$ cat src/rtl/rv32im_muldiv_issue_pkg.sv
// Shared definitions for the M-extension issue block: op codes, FSM states
// and the signed-overflow / all-ones constants.
package rv32im_muldiv_issue_pkg;

   localparam int unsigned MD_XLEN = 32;

   localparam logic [2:0] OP_MUL    = 3'b000;
   localparam logic [2:0] OP_MULH   = 3'b001;
   localparam logic [2:0] OP_MULHSU = 3'b010;
   localparam logic [2:0] OP_MULHU  = 3'b011;
   localparam logic [2:0] OP_DIV    = 3'b100;
   localparam logic [2:0] OP_DIVU   = 3'b101;
   localparam logic [2:0] OP_REM    = 3'b110;
   localparam logic [2:0] OP_REMU   = 3'b111;

   typedef enum logic [1:0] {
      ST_IDLE  = 2'b00,
      ST_ISSUE = 2'b01,
      ST_WAIT  = 2'b10,
      ST_WB    = 2'b11
   } md_state_e;

   localparam logic [MD_XLEN-1:0] MD_SIGNED_MIN = {1'b1, {(MD_XLEN-1){1'b0}}};
   localparam logic [MD_XLEN-1:0] MD_ALL_ONES   = {MD_XLEN{1'b1}};

endpackage

$ cat src/rtl/rv32im_muldiv_special.sv
// Combinational classifier for the divide corner cases that RISC-V defines
// without trapping: divide-by-zero and most-negative / -1 overflow.
module rv32im_muldiv_special
   import rv32im_muldiv_issue_pkg::*;
#(
   parameter int XLEN = MD_XLEN
) (
   input  logic [2:0]      funct3,
   input  logic [XLEN-1:0] rs1,
   input  logic [XLEN-1:0] rs2,
   output logic            is_special,
   output logic [XLEN-1:0] special_result
);

   localparam logic [XLEN-1:0] SIGNED_MIN = {1'b1, {(XLEN-1){1'b0}}};
   localparam logic [XLEN-1:0] ALL_ONES   = {XLEN{1'b1}};
   localparam logic [XLEN-1:0] ZERO       = {XLEN{1'b0}};

   logic div_zero_s;
   logic overflow_s;

   assign div_zero_s = (rs2 == ZERO);
   assign overflow_s = (rs1 == SIGNED_MIN) && (rs2 == ALL_ONES);

   // Classify the op and select the architecturally defined result.
   always_comb begin
      is_special     = 1'b0;
      special_result = ZERO;
      case (funct3)
         OP_DIV: begin
            if (div_zero_s) begin
               is_special     = 1'b1;
               special_result = ALL_ONES;
            end else if (overflow_s) begin
               is_special     = 1'b1;
               special_result = SIGNED_MIN;
            end else begin
               is_special     = 1'b0;
            end
         end
         OP_DIVU: begin
            if (div_zero_s) begin
               is_special     = 1'b1;
               special_result = ALL_ONES;
            end else begin
               is_special     = 1'b0;
            end
         end
         OP_REM: begin
            if (div_zero_s) begin
               is_special     = 1'b1;
               special_result = rs1;
            end else if (overflow_s) begin
               is_special     = 1'b1;
               special_result = ZERO;
            end else begin
               is_special     = 1'b0;
            end
         end
         OP_REMU: begin
            if (div_zero_s) begin
               is_special     = 1'b1;
               special_result = rs1;
            end else begin
               is_special     = 1'b0;
            end
         end
         default: begin
            is_special     = 1'b0;
            special_result = ZERO;
         end
      endcase
   end

endmodule

$ cat src/rtl/rv32im_muldiv_issue.sv
// Issue side of the M-extension muldiv interface: resolves corner cases and
// repeats locally, otherwise hands the op to the iterative unit.
module rv32im_muldiv_issue
   import rv32im_muldiv_issue_pkg::*;
#(
   parameter int XLEN         = MD_XLEN,
   parameter bit RESULT_CACHE = 1'b1
) (
   input  logic            clk_i,
   input  logic            clear_i,
   input  logic            flush_i,
   input  logic            valid_i,
   output logic            ready_o,
   input  logic [2:0]      funct3_i,
   input  logic [XLEN-1:0] rs1_i,
   input  logic [XLEN-1:0] rs2_i,
   input  logic [4:0]      rd_i,
   output logic            md_data_ready_o,
   output logic [2:0]      md_operation_o,
   output logic [XLEN-1:0] md_operand1_o,
   output logic [XLEN-1:0] md_operand2_o,
   output logic            md_writeback_ce_o,
   output logic            md_clear_o,
   input  logic [XLEN-1:0] md_result_i,
   input  logic            md_data_ready_i,
   input  logic            md_busy_i,
   output logic            wb_valid_o,
   input  logic            wb_ready_i,
   output logic [4:0]      wb_rd_o,
   output logic [XLEN-1:0] wb_data_o
);

   localparam logic [XLEN-1:0] ZERO = {XLEN{1'b0}};

   md_state_e       state_r, state_s;
   logic [2:0]      op_r, op_s;
   logic [XLEN-1:0] a_r, a_s, b_r, b_s;
   logic [4:0]      rd_r, rd_s;
   logic            wb_valid_r, wb_valid_s;
   logic [XLEN-1:0] wb_data_r, wb_data_s;
   logic            strobe_r, strobe_s;
   logic            ce_r, ce_s;
   logic            abort_r, abort_s;
   logic            guard_r;
   logic            cache_valid_r, cache_we_s;
   logic [2:0]      cache_op_r;
   logic [XLEN-1:0] cache_a_r, cache_b_r, cache_res_r;
   logic            accept_s, cache_hit_s, is_special_s, done_s;
   logic [XLEN-1:0] special_result_s;

   rv32im_muldiv_special #(.XLEN(XLEN)) u_special (
      .funct3         (funct3_i),
      .rs1            (rs1_i),
      .rs2            (rs2_i),
      .is_special     (is_special_s),
      .special_result (special_result_s)
   );

   assign ready_o     = (state_r == ST_IDLE);
   assign accept_s    = valid_i & ready_o & ~flush_i;
   assign cache_hit_s = RESULT_CACHE & cache_valid_r & (cache_op_r == funct3_i)
                        & (cache_a_r == rs1_i) & (cache_b_r == rs2_i);
   // The unit's flag is distrusted in the strobe cycle and the one after it.
   assign done_s      = md_data_ready_i & ~strobe_r & ~guard_r;

   // Next-state and next-output decode.
   always_comb begin
      state_s    = state_r;
      op_s       = op_r;
      a_s        = a_r;
      b_s        = b_r;
      rd_s       = rd_r;
      wb_valid_s = wb_valid_r;
      wb_data_s  = wb_data_r;
      strobe_s   = 1'b0;
      ce_s       = 1'b0;
      abort_s    = 1'b0;
      cache_we_s = 1'b0;
      case (state_r)
         ST_IDLE: begin
            if (accept_s) begin
               op_s = funct3_i;
               a_s  = rs1_i;
               b_s  = rs2_i;
               rd_s = rd_i;
               if (rd_i == 5'd0) begin
                  state_s    = ST_WB;
                  wb_valid_s = 1'b0;
               end else if (is_special_s) begin
                  state_s    = ST_WB;
                  wb_valid_s = 1'b1;
                  wb_data_s  = special_result_s;
               end else if (cache_hit_s) begin
                  state_s    = ST_WB;
                  wb_valid_s = 1'b1;
                  wb_data_s  = cache_res_r;
               end else begin
                  state_s    = ST_ISSUE;
               end
            end else begin
               state_s = ST_IDLE;
            end
         end
         ST_ISSUE: begin
            if (flush_i) begin
               state_s = ST_IDLE;
               abort_s = 1'b1;
            end else if (!md_busy_i) begin
               state_s  = ST_WAIT;
               strobe_s = 1'b1;
            end else begin
               state_s = ST_ISSUE;
            end
         end
         ST_WAIT: begin
            if (flush_i) begin
               state_s = ST_IDLE;
               abort_s = 1'b1;
            end else if (done_s) begin
               state_s    = ST_WB;
               wb_valid_s = 1'b1;
               wb_data_s  = md_result_i;
               ce_s       = 1'b1;
               cache_we_s = 1'b1;
            end else begin
               state_s = ST_WAIT;
            end
         end
         ST_WB: begin
            if (flush_i || wb_ready_i || !wb_valid_r) begin
               state_s    = ST_IDLE;
               wb_valid_s = 1'b0;
            end else begin
               state_s = ST_WB;
            end
         end
         default: begin
            state_s    = ST_IDLE;
            wb_valid_s = 1'b0;
         end
      endcase
   end

   // State, output and result-cache registers.
   always_ff @(posedge clk_i) begin
      if (clear_i) begin
         state_r       <= ST_IDLE;
         op_r          <= 3'b000;
         a_r           <= ZERO;
         b_r           <= ZERO;
         rd_r          <= 5'd0;
         wb_valid_r    <= 1'b0;
         wb_data_r     <= ZERO;
         strobe_r      <= 1'b0;
         ce_r          <= 1'b0;
         abort_r       <= 1'b0;
         guard_r       <= 1'b0;
         cache_valid_r <= 1'b0;
         cache_op_r    <= 3'b000;
         cache_a_r     <= ZERO;
         cache_b_r     <= ZERO;
         cache_res_r   <= ZERO;
      end else begin
         state_r    <= state_s;
         op_r       <= op_s;
         a_r        <= a_s;
         b_r        <= b_s;
         rd_r       <= rd_s;
         wb_valid_r <= wb_valid_s;
         wb_data_r  <= wb_data_s;
         strobe_r   <= strobe_s;
         ce_r       <= ce_s;
         abort_r    <= abort_s;
         guard_r    <= strobe_r;
         if (cache_we_s) begin
            cache_valid_r <= 1'b1;
            cache_op_r    <= op_r;
            cache_a_r     <= a_r;
            cache_b_r     <= b_r;
            cache_res_r   <= md_result_i;
         end else begin
            cache_valid_r <= cache_valid_r;
         end
      end
   end

   assign md_data_ready_o   = strobe_r;
   assign md_operation_o    = op_r;
   assign md_operand1_o     = a_r;
   assign md_operand2_o     = b_r;
   assign md_writeback_ce_o = ce_r;
   assign md_clear_o        = abort_r;
   assign wb_valid_o        = wb_valid_r;
   assign wb_rd_o           = rd_r;
   assign wb_data_o         = wb_data_r;

endmodule

$ cat config.mk
export PLATFORM = sky130hd
export DESIGN_NAME = rv32im_muldiv_issue
export DESIGN_NICKNAME = d
export VERILOG_FILES = /design/src/rtl/rv32im_muldiv_issue_pkg.sv /design/src/rtl/rv32im_muldiv_special.sv /design/src/rtl/rv32im_muldiv_issue.sv
export SDC_FILE = /design/constraint.sdc
export NUM_CORES = 1
export LEC_CHECK = 0
export BUFFER_PORTS_ARGS = -buffer_cell sky130_fd_sc_hd__buf_4
export CAP_MARGIN = 5
export CORE_ASPECT_RATIO = 0.6
export CORE_MARGIN = 1.5
export CORE_UTILIZATION = 46
export DETAILED_ROUTE_END_ITERATION = 12
export PLACE_DENSITY = 0.67
export RECOVER_POWER = 50
export SLEW_MARGIN = 10
export SYNTH_ARGS = -nofsm -noshare
export SYNTH_HDL_FRONTEND = slang
export SYNTH_SLANG_ARGS = --single-unit
$ cat constraint.sdc
create_clock -name clk_i -period 2.6 [get_ports clk_i]
set_input_delay 0.13 -clock clk_i [delete_from_list [all_inputs] [get_ports clk_i]]
set_output_delay 0.13 -clock clk_i [all_outputs]
set_load 0.02 [all_outputs]
; ---- Word-level counts from Yosys, hierarchy flattened
; Index checks and enable logic that the tools add are counted.
[op_classes]
n_eq_ne = 19
n_mux = 39
bitwise_logic = 12
reduce_logical = 18
[op_table]
columns = op, count
row1 = $mux W32, 10
row2 = $pmux W32 S3, 1
row3 = $eq A32 B32 Y1, 2
row4 = $eq A32 B32 Y1 const B, 2
row5 = $pmux W32 S2, 1
row6 = $logic_not A32 Y1, 1
row7 = $mux W1, 16
row8 = $mux W2, 8
row9 = $eq A3 B3 Y1 const B, 4
row10 = $reduce_and A6 Y1, 2
row11 = $reduce_or A2 Y1, 5
row12 = $ne A2 B2 Y1 const B, 4
row13 = $pmux W2 S4, 1
row14 = $and A1 B1 Y1, 7
row15 = $logic_not A5 Y1, 1
row16 = $not A1 Y1, 5
row17 = $eq A2 B2 Y1 const B, 2
row18 = $ne A4 B1 Y1 const B, 1
row19 = $eq A3 B3 Y1, 1
row20 = $ne A3 B1 Y1 const B, 1
row21 = $pmux W1 S3, 1
row22 = $reduce_bool A3 Y1, 1
row23 = $reduce_or A3 Y1, 1
row24 = $eq A2 B1 Y1 const B, 1
row25 = 8 further kinds, 9
[word_totals]
register_bits = 211
in_bits = 111
output_inout_bits = 109
wordCells = 104

; ---- Depth between registers and ports, before layout
[logic_depth]
word_depth = 9
depth_mapped = 10
mapped_depth_nobuf = 9

; ---- Cells and area by module
; From an unflattened synthesis, not the netlist that was laid out.
[unflattened]
hier_cells = 1284
hier_area_um2 = 9942.0
[modules_own_cells]
columns = mod, n_inst, cells_each, area_each_um2, seq_area_each_um2
row1 = rv32im_muldiv_issue, 1, 1174, 9223.8, 4224.1
row2 = rv32im_muldiv_special, 1, 110, 718.2, 0.0

; ---- Least setup slack after synthesis
; No wires, ideal clock.
[synth_path]
path_kind = input port to flip-flop
start = input port rs1_i[4]
end = register wb_valid_r, in the netlist wb_valid_o
setup_ns = 0.072
arrival_ns = 2.087
t_required_ns = 2.528
setup_slack_ns = 0.441
path_stages = 9
n_path_buf = 1
path_cell_list = or4_1 > nor4_1 > nand4_1 > or2_1 > buf_6 > nand3_2 > o21ai_2 > a2111oi_2 > mux2i_1
[synth_between]
elab_chain_cells = 9
word_cells_on_any_way = 14
cone_classes = 3 x eq/ne / 7 x mux / 2 x bitwise / 2 x reduce/logical
[synth_rtl]
columns = element, line
row1 = start: declaration, rv32im_muldiv_issue.sv:15  ; input logic [XLEN-1:0] rs1_i,
row2 = $eq A32 B32 Y1, rv32im_muldiv_special.sv:23  ; assign overflow_s = (rs1 == SIGNED_MIN) && (rs2 == ALL_ONES);
row3 = $logic_and A1 B1 Y1, rv32im_muldiv_special.sv:23
row4 = $mux W1, "rv32im_muldiv_special.sv:34, rv32im_muldiv_special.sv:53"
row5 = $mux W1, rv32im_muldiv_special.sv:31  ; if (div_zero_s) begin
row6 = $pmux W1 S2, rv32im_muldiv_special.sv:29  ; case (funct3)
row7 = $mux W1, rv32im_muldiv_issue.sv:89  ; end else if (is_special_s) begin
row8 = $mux W1, rv32im_muldiv_issue.sv:86  ; if (rd_i == 5'd0) begin
row9 = $mux W1, rv32im_muldiv_issue.sv:81  ; if (accept_s) begin
row10 = $pmux W1 S3, rv32im_muldiv_issue.sv:79  ; case (state_r)
row11 = end signal: assignment, rv32im_muldiv_issue.sv:169  ; wb_valid_r <= wb_valid_s;
row12 = end: declaration, rv32im_muldiv_issue.sv:39  ; logic wb_valid_r, wb_valid_s;
; Parallel ways exist; a longest one is shown, timed or not. The select of a mux whose other input is x is not followed.
; A chain may end at the register's enable or synchronous reset.

; ---- Worst setup path after layout
[layout_path]
start = input port rs1_i[27]
end = register wb_data_r[29], in the netlist wb_data_o[29]
[layout_between]
elab_chain_cells = 9
word_cells_on_any_way = 14
cone_classes = 3 x eq/ne / 7 x mux / 2 x bitwise / 2 x reduce/logical
[layout_rtl]
columns = element, line
row1 = $eq A32 B32 Y1, rv32im_muldiv_special.sv:23
row2 = $logic_and A1 B1 Y1, rv32im_muldiv_special.sv:23
row3 = $mux W1, "rv32im_muldiv_special.sv:34, rv32im_muldiv_special.sv:53"
row4 = $mux W1, rv32im_muldiv_special.sv:31
row5 = $pmux W1 S2, rv32im_muldiv_special.sv:29
row6 = $mux W32, rv32im_muldiv_issue.sv:89
row7 = $mux W32, rv32im_muldiv_issue.sv:86
row8 = $mux W32, rv32im_muldiv_issue.sv:81
row9 = $pmux W32 S2, rv32im_muldiv_issue.sv:79
row10 = end signal: assignment, rv32im_muldiv_issue.sv:170  ; wb_data_r <= wb_data_s;
row11 = end: declaration, rv32im_muldiv_issue.sv:40  ; logic [XLEN-1:0] wb_data_r, wb_data_s;
; Parallel ways exist; a longest one is shown, timed or not. The select of a mux whose other input is x is not followed.

==> results.md <==
- Row count: 39
- Req. time, crit path: a little under 3 ns
- Inserted Clock Buffers: 21
- Commonest cells in the netlist: nand2_1 (425), dfxtp_1 (211), a21oi_1 (196)
- Sw Ratio: about a quarter
- Initial Util: between 40% and 50%
- Logic pwr share: 11.3%
- Share of layout cells above drive strength 1: approximately 14%
- Critical path fanouts, max: 12
- CP Data Arrival Time: about 2.9 ns
- WL/cell: around 19 um
- Vias: between 9000 and 10000
- Routed Antenna Nets: 0
- Critical Path, Cell by Cell: dlygate4sd3_1, buf_4, xnor2_1, buf_4, nand4_1, nor4_2, nand4_1, nor4_2, buf_4, o21a_2, buf_12, mux2i_1, nor2_1
- Htree depth: 1
- I/O pin cnt: 220
- Synth-to-layout area growth: 37.2%
- CTS max path bufs: 3
- Most common cell in the netlist: nand2_1
- Fin crit period: approximately 2.5 ns
- Sequential fraction of the synthesis area: between 40% and 50%
- Gate count after technology mapping: between 1000 and 1500
- Sink Count: 211
- Cell taking the most area after synthesis: dfxtp_1
- Die Footprint: 20900 um^2
- Bufs and invs on worst path: 5
- Startpoint Class: primary input
- Root buf cell: clkbuf_16
- Ys Warns: 0
- DR DRC count: 0
- Vias in the first global route: about 9200
- Synthesized cell area: 9210 um^2
- PwrDens: 587 nW/um^2
- Post-DP HPWL: between 20000 and 25000 um
- CP most frequent cell: buf_4
- Antenna cells: 0
- Yosys reg bits: between 200 and 250
- Ys async rst share: 0%
- Vias per inst: 5.49
- Routed WL: ~34000 um
- Worst min-delay path category: in -> reg
- Status: finished clean
- Max transition margin: 21.7%
- Count of cell types in the netlist: 46
- First-pass GRT wire length: around 51000 um
- Fill cells: 1810
- Core box area: about 19000 um^2
- CP peak stage delay: 0.53 ns
- FMAX: roughly 400 MHz
- Cell internal pwr: 5.55 mW
- Iter 0 DRT Violations: 1004
- Worst Skew: 0.0139 ns
- Buffers added on ports: between 200 and 250
- Worst-margin pin slew: ~1.2 ns
- TritonCTS clock tree: built
- Final Hold Viols: 0
- Final period util: a little over nine tenths
- Gr usage total: a little under a third
- Clock group share of total power: 43.7%
- Largest net degree at the start of global routing: 101
- Overall Power: 7.42 mW
- GPL Wtd Cong: between 0.9 and 1
- WS Path Type: in -> reg
- Mean Syn Cell Area: roughly 7.6 um^2
- Later-pin clock latency in the skew report: approximately 0.5 ns
- Worst path top cell family by delay: buffers and inverters
- Maxcap violations: 0
- Crit. End Element: flop
- Initial antenna violation count: 0
- Die Height: roughly 110 um
- Width of the die: about 190 um
- Fin nets: roughly 1600
- Post-CTS setup buffer count: 0
- LEAKAGE: 4.50 nW
- Max VDD drop: between 0.4 and 0.5 mV
- Setup Viol. Count Final: 0
- Synth top area share: around 46%
- Hold WS: roughly 0.017 ns
- Worst-path clk slew: roughly 0.060 ns
- Finished Core Util: between 60 and 70%
- Post-synth EDFFs: 0
- Sequential Power Share: between 40% and 50%
- Pins Over Slew Limit: 0
- Net count after synthesis: 1335
- Synth area leaders: dfxtp_1 (46%), nand2_1 (17%), a21oi_1 (11%)
- Post-synth top flop: dfxtp_1
- Switching Power: 1.87 mW
- Overflow after GRT: 0
- DR pass1 iterations: 7
- Critical-path top delay cell: dlygate4sd3_1
[through the flow]
| step | TNS (ns) | worst slack (ns) | area (um^2) | std cells |
|---|---|---|---|---|
| 2_1_floorplan | 0 | 0.441 | 9210 | 1220 |
| 3_3_place_gp | 0 | 0.0436 | 11300 | 1662 |
| 3_5_place_dp | 0 | 0.0175 | 11300 | 1662 |
| 4_1_cts | 0 | 0.00425 | 13000 | 1797 |
| 5_1_grt | -0.00650 | -0.00650 | 12600 | 1797 |
| 6_report | 0 | 0.103 | 12600 | 1797 |
[power groups by stage]
stage | Sequential [mW] | Combinational, mW | Clock (mW)
after global placement | 3.42 | 0.742 | 0
after detailed placement | 3.42 | 0.743 | 0
final | 3.34 | 0.837 | 3.24
after global routing | 3.35 | 0.888 | 3.43
after floorplan | 3.47 | 0.253 | 0
after CTS | 3.34 | 0.862 | 3.27
[placed cells by master, fill, tap and decap left out, types with 2 or more instances in the layout]
cell	Yosys	layout
nand3_1	3	3
dlygate4sd3_1	0	97
nand2_1	425	424
or2_2	2	2
bufinv_16	0	3
a22o_1	2	2
or4_1	2	2
a21oi_1	196	196
clkinv_2	0	4
o2bb2ai_1	2	2
ha_1	4	4
nand2b_1	29	29
xnor2_1	25	22
nand3b_1	2	2
clkbuf_16	0	21
dfxtp_1	211	211
inv_1	20	20
clkinvlp_4	0	3
nor4_1	21	18
xnor2_2	0	3
o22ai_1	6	6
nor4_2	1	4
mux2i_1	12	12
nor3_1	8	7
nand4b_1	3	3
xor2_1	27	27
a32oi_1	31	31
o21ai_0	32	32
a22oi_1	2	2
clkbuf_1	85	111
a211o_1	2	2
buf_4	0	148
nor4b_1	3	3
nand4_1	18	18
buf_6	2	2
buf_12	0	6
nor2_1	26	25
clkbuf_8	0	4
[cell families after synthesis]
kind of cell,after synthesis,synth area share (%)
DFF,211,45.9
and+or+nand+nor,550,25.4
buffers and inverters,109,4.63
xor gates and xnor gates,52,4.94
muxes,12,1.30
adders and majority gates,4,0.543
AOI/OAI and AO/OA,282,17.3
[flip-flops by register name (all words and copies together), names as in the netlist, 2 cells and up]
signal and cells:
cache_b_r 32, md_operation_o 3, cache_a_r 32, cache_op_r 3, state_r 2, md_operand1_o 32, md_operand2_o 32, cache_res_r 32
wb_data_o 32, wb_rd_o 5
[final timing paths]
path	cells past startpoint	to	startpoint	slack [ns]
worst max-delay path	13	wb_data_o[29]	rs1_i[27]	0.10
worst min-delay path	4	md_operand1_o[4]	rs1_i[4]	0.02
worst max register to register	11	wb_data_o[29]	cache_a_r[27]	0.10
worst min register to register	2	wb_data_o[14]	wb_data_o[14]	0.46
[final cells by class]
type                       instances  area (um^2)  area share, %
clock buffer                      27          588           4.65
clock inverter                    11          141           1.12
inverter                          20         75.1          0.594
multi-input combinational        900         4640           36.7
sequential                       211         4220           33.4
tap                              266          333           2.63
timing repair buffer             362         2630           20.8
[metal layers]
layer  up-vias  GRT usage, %  share of wire [%]
li1       4687             -                  -
met1      4622          46.4                 46
met2       494          43.9                 41
met3        62          9.54                 12
met4         0          7.63                2.1
met5         -             0                  0
[worst reg2reg max path, stage by stage, from the launching register on]
cell,delay [ns]
dfxtp_1,0.34
xnor2_1,0.12
buf_4,0.16
nand4_1,0.19
nor4_2,0.37
nand4_1,0.15
nor4_2,0.21
buf_4,0.19
o21a_2,0.18
buf_12,0.16
mux2i_1,0.22
nor2_1,0.06
[repair_timing]
item / CTS / global route
gates resized for setup: 0 / 10
hold buffers: 97 / 0
hold endpoints to repair: 104 / 0
endpoints found under the setup margin: 0 / 33
Power figures use the tool's default switching activity.
